**src/rtl/serial_subtractor_ctrl.sv**
```systemverilog
// Bit-serial WIDTH-bit unsigned subtractor with valid/ready handshakes on both sides.
// One bit-slice (two half-subtractor cells plus a registered borrow) is evaluated
// per clock, LSB first, so a result appears WIDTH edges after the operands are accepted.
module serial_subtractor_ctrl #(
  parameter int WIDTH = 8
) (
  input  logic             clk,
  input  logic             rst_n,
  input  logic             in_valid,
  output logic             in_ready,
  input  logic [WIDTH-1:0] a,
  input  logic [WIDTH-1:0] b,
  output logic             out_valid,
  input  logic             out_ready,
  output logic [WIDTH-1:0] diff,
  output logic             borrow_out,
  output logic             busy
);

  localparam int CW = $clog2(WIDTH + 1);

  typedef enum logic [1:0] {
    IDLE = 2'd0,
    RUN  = 2'd1,
    DONE = 2'd2
  } state_t;

  state_t           state;
  state_t           state_next;

  logic [WIDTH-1:0] a_sh;
  logic [WIDTH-1:0] b_sh;
  logic [WIDTH-1:0] res_sh;
  logic [WIDTH-1:0] res_next;
  logic [CW-1:0]    cnt;
  logic             bq;

  // Bit-slice signals: cell 1 subtracts the operand bits, cell 2 the running borrow.
  logic a0;
  logic b0;
  logic d1;
  logic b1;
  logic s;
  logic b2;
  logic borrow_next;

  logic accept;
  logic last_bit;

  assign a0          = a_sh[0];
  assign b0          = b_sh[0];
  assign d1          = a0 ^ b0;
  assign b1          = ~a0 & b0;
  assign s           = d1 ^ bq;
  assign b2          = ~d1 & bq;
  assign borrow_next = b1 | b2;

  assign accept   = in_valid && (state == IDLE);
  assign last_bit = (cnt == CW'(WIDTH - 1));

  // The new difference bit enters at the MSB; after WIDTH shifts bit 0 sits at the LSB.
  generate
    if (WIDTH == 1) begin : g_res_single
      assign res_next = s;
    end else begin : g_res_multi
      assign res_next = {s, res_sh[WIDTH-1:1]};
    end
  endgenerate

  // Handshake/status outputs decode directly from the state register.
  assign in_ready  = (state == IDLE);
  assign out_valid = (state == DONE);
  assign busy      = (state != IDLE);

  // State register.
  always_ff @(posedge clk or negedge rst_n) begin
    if (!rst_n) begin
      state <= IDLE;
    end else begin
      state <= state_next;
    end
  end

  // Next-state logic: load in IDLE, count WIDTH slices in RUN, hold result until taken.
  always_comb begin
    state_next = state;
    case (state)
      IDLE: if (accept) state_next = RUN;
      RUN:  if (last_bit) state_next = DONE;
      DONE: if (out_ready) state_next = IDLE;
      default: state_next = IDLE;
    endcase
  end

  // Datapath: operand shifters, borrow flop, bit counter and the published result.
  always_ff @(posedge clk or negedge rst_n) begin
    if (!rst_n) begin
      a_sh       <= '0;
      b_sh       <= '0;
      res_sh     <= '0;
      cnt        <= '0;
      bq         <= 1'b0;
      diff       <= '0;
      borrow_out <= 1'b0;
    end else begin
      case (state)
        IDLE: begin
          if (accept) begin
            a_sh   <= a;
            b_sh   <= b;
            res_sh <= '0;
            cnt    <= '0;
            bq     <= 1'b0;
          end
        end
        RUN: begin
          a_sh   <= a_sh >> 1;
          b_sh   <= b_sh >> 1;
          res_sh <= res_next;
          bq     <= borrow_next;
          cnt    <= cnt + CW'(1);
          if (last_bit) begin
            diff       <= res_next;
            borrow_out <= borrow_next;
          end
        end
        default: begin
          // DONE: diff/borrow_out hold until the next completion overwrites them.
        end
      endcase
    end
  end

endmodule

```
**config.mk**
```make
export PLATFORM = sky130hd
export DESIGN_NAME = serial_subtractor_ctrl
export DESIGN_NICKNAME = d
export VERILOG_FILES = /design/src/rtl/serial_subtractor_ctrl.sv
export SDC_FILE = /design/constraint.sdc
export NUM_CORES = 1
export LEC_CHECK = 0
export BUFFER_PORTS_ARGS = -buffer_cell sky130_fd_sc_hd__buf_4
export CELL_PAD_IN_SITES_DETAIL_PLACEMENT = 1
export CELL_PAD_IN_SITES_GLOBAL_PLACEMENT = 1
export CORE_UTILIZATION = 43
export DETAILED_ROUTE_END_ITERATION = 6
export GPL_ROUTABILITY_DRIVEN = 1
export GPL_TIMING_DRIVEN = 0
export PLACE_DENSITY = 0.74
export SLEW_MARGIN = 20
export SYNTH_ARGS = -nofsm -noshare
export SYNTH_HDL_FRONTEND = slang
export SYNTH_SLANG_ARGS = --single-unit
```
**constraint.sdc**
```tcl
create_clock -name clk -period 1.85 [get_ports clk]
set_clock_uncertainty 0.2 [all_clocks]
set_input_delay 0.185 -clock clk [delete_from_list [all_inputs] [get_ports clk]]
set_output_delay 0.185 -clock clk [all_outputs]
set_load 0.1 [all_outputs]
```
==> summary.txt <==
Actual transition at the worst max-transition pin - 507 ps
Area of the multi-input gates - 722 um^2
Critical path class - flip-flop to output pin
Worst Path Arrival - 1440 ps
Ys async rst share - 100%
Crit-path cells - buf_4 -> or2_4 -> clkinvlp_4 -> buf_12
Post-Synthesis Cells - 158
Total CTS buffers - 5
Max Cap Violations - 0
Netlist cell types - 29
Worst R2R Path Depth - 5
Setup Viol. Count Final - 0
Dpl cell area - 2070 um^2
Post-synthesis adder-cell area fraction - 1.84%
Fin crit period - 1820 ps
Drt total wl - 4.64 mm
Static Leakage - 1.08 nW
Setup crit end kind - output pin
N_diodes - 0
Worst Path Required - 1460 ps
Sequential fraction of the synthesis area - 55.3%
YS warnings - 0
Cell Rows - 22
Largest net degree at the start of global routing - 40
Unrepaired setup endpoints after global routing - false
Max H-tree Level - 2
Critical path startpoint category - flip-flop
Seq. cell area - 978 um^2
XOR/XNOR share of the synthesized area - 0%
Remaining DRCs - 0
IO Port Bufs - 31
Fraction of the mapped netlist area in compound gates - 22.3%
Detail Route Antenna Nets - 0
Initial DRT Pass Iterations - 4
Post-Synth Simple-Gate Area - 10.3%
Peak supply drop - 0.00145 V
Post-synthesis mux area share - 6.31%
Starting Density - 46.4%
Slew Limit Fails - 0
Routability congestion estimate - 0.791
Yosys reg bits - 39
Vias per cell - 5.54
Layout cells sized above 1 - 30.7%
Buf/Inv on CP - 3
Die Footprint - 4360 um^2
Post-route cell area - 2370 um^2
Vias in the first global route - 1,497
Peak Freq - 548 MHz
Root buffer cell - clkbuf_8
Area Overhead vs Synth - 34.3%
Main combinational cell family by area after synthesis - compound AO/OA/AOI/OAI gates
CP Depth - 4
Crit path largest cell delay - 430 ps
Mean Syn Cell Area - 11.2 um^2
Pwr Density - 1830 nW/um^2
TritonCTS sink count - 39
Die width - 66.1 um
EDFF count, synth - 0
Status - finished, final reports clean
Chip height - 66.1 um
Hold Fails Final Rpt - 0
Worst-Skew Late Latency - 290 ps
WL per Instance - 17.8 um
Initial antenna violation count - 0
Layout Utilization - 62.4%
Tightest Hold Check Type - input port to flip-flop
CP max stage cell - dfrtp_2
Clk slew on worst S/H paths - 80 ps
Clock Path Buffers - 2
Most used DFF post-synth - dfrtp_1
Final Cycle Share - 98.6%
Nets - 233
Delay-heaviest family, CP - buffers and inverters
Vias - 1,441
Aggregate global routing overflow - 0
Total power - 0.00434 W
Mapped Area - 1760 um^2
Core ar. - 3800 um^2
Filler cells - 412
Hold depth - 3
Global-route wire length before repair - 7.60 mm
GRT Total Usage - 23.7%
Max transition margin - 66.2%
Initial DRC Count - 89
Io pins - 32
Crit-path max FO - 10
TritonCTS clock tree - yes
Net Count, Synth - 180
Hpwl dp - 2.79 mm
-- state kept, by name, summed over array words and instances (netlist names) --
signal      flops
state           2
borrow_out      1
b_sh            8
a_sh            8
bq              1
res_sh          7
diff            8
cnt             4
-- stage by stage --
step,hold slack (ps),setup TNS (ps),setup WS (ps),instances
3_3_place_gp,-23.1,0,4.24,237
3_5_place_dp,-10.5,-108,-18.8,237
2_1_floorplan,-311,0,10.5,158
4_1_cts,3.91,0,12.3,256
6_report,1.34,0,25.4,260
5_1_grt,17.3,0,4.09,260
-- placed cells by master, fill, tap and decap left out, drive strengths merged, types with 2 or more instances in the layout --
master | synthesis | routed
clkbuf | 6 | 11
mux2 | 9 | 9
o21ai | 17 | 17
a22oi | 14 | 14
buf | 4 | 42
a21oi | 16 | 16
inv | 6 | 5
dlygate4sd3 | 0 | 9
bufinv | 0 | 2
dfrtp | 39 | 39
a22o | 9 | 9
nor2 | 2 | 2
nor2b | 17 | 17
nand2 | 5 | 5
-- routing by layer --
layer | track usage [%] | up-vias | routed length (um)
li1 | - | 672 | -
met1 | 30.9 | 727 | 2020
met2 | 39.9 | 35 | 2400
met3 | 3.62 | 7 | 157
met4 | 7.98 | 0 | 67
met5 | 0 | - | 0
-- path summary, 6_finish.rpt --
| path | startpoint | to | slack (ps) |
|---|---|---|---|
| worst max-delay path | state[1]$_DFFE_PN0P_ | in_ready | 30 |
| worst min-delay path | b[2] | b_sh[2]$_DFFE_PN0P_ | 1 |
| worst max register to register | cnt[1]$_DFFE_PN0P_ | diff[0]$_DFFE_PN0P_ | 70 |
| worst min register to register | diff[5]$_DFFE_PN0P_ | diff[5]$_DFFE_PN0P_ | 310 |
| max in group asynchronous | rst_n | state[1]$_DFFE_PN0P_ | 880 |
| min in group asynchronous | rst_n | diff[0]$_DFFE_PN0P_ | 190 |
-- area by class of cell --
cell class                      count  area share, %
Clock buffer                        6           3.06
Sequential cell                    39           41.3
Multi-Input combinational cell    103           30.5
Inverter                            6           1.11
Tap cell                           48           2.54
Clock inverter                      2           2.54
Buffer                             10           2.38
Timing Repair Buffer               46           16.6
-- power breakdown --
group	total [W]	internal, W	switching, W
registers	0.00146	0.00119	0.000271
logic	0.00205	0.000725	0.00132
clock network	0.000832	0.000539	0.000293
total	0.00434	0.00245	0.00189
-- Yosys cell counts (all sizes together), types with 2 or more instances --
cell type   n  area share, %
buf         4            1.3
inv         6            1.3
a22oi      14            6.0
nand2       5            1.1
o21ai      17            4.8
mux2        9            5.7
dfrtp      39             55
nor2b      17            6.0
nor2        2           0.43
a22o        9            4.5
clkbuf      6            1.3
a21oi      16            4.5
-- worst min-delay path: stages --
cell and delay (ps):
buf_4 80, a21oi_1 50, o21ai_0 140
-- logic make-up (layout without fill, tap and decap cells) --
logic type | count (synthesis) | in the layout
flops | 39 | 39
mux | 10 | 10
fa+ha+maj | 2 | 2
simple gates | 29 | 29
compound gates | 62 | 62
buf+inv | 16 | 70
-- what timing repair did --
action,in CTS,in global routing
endpoints found under the hold margin,47,0
gates resized for setup,5,3
setup buffers,2,4
hold buffers,9,0
endpoints found under the setup margin,9,11
pin swaps,1,0
No activity file was read; power rests on OpenSTA's default activity.
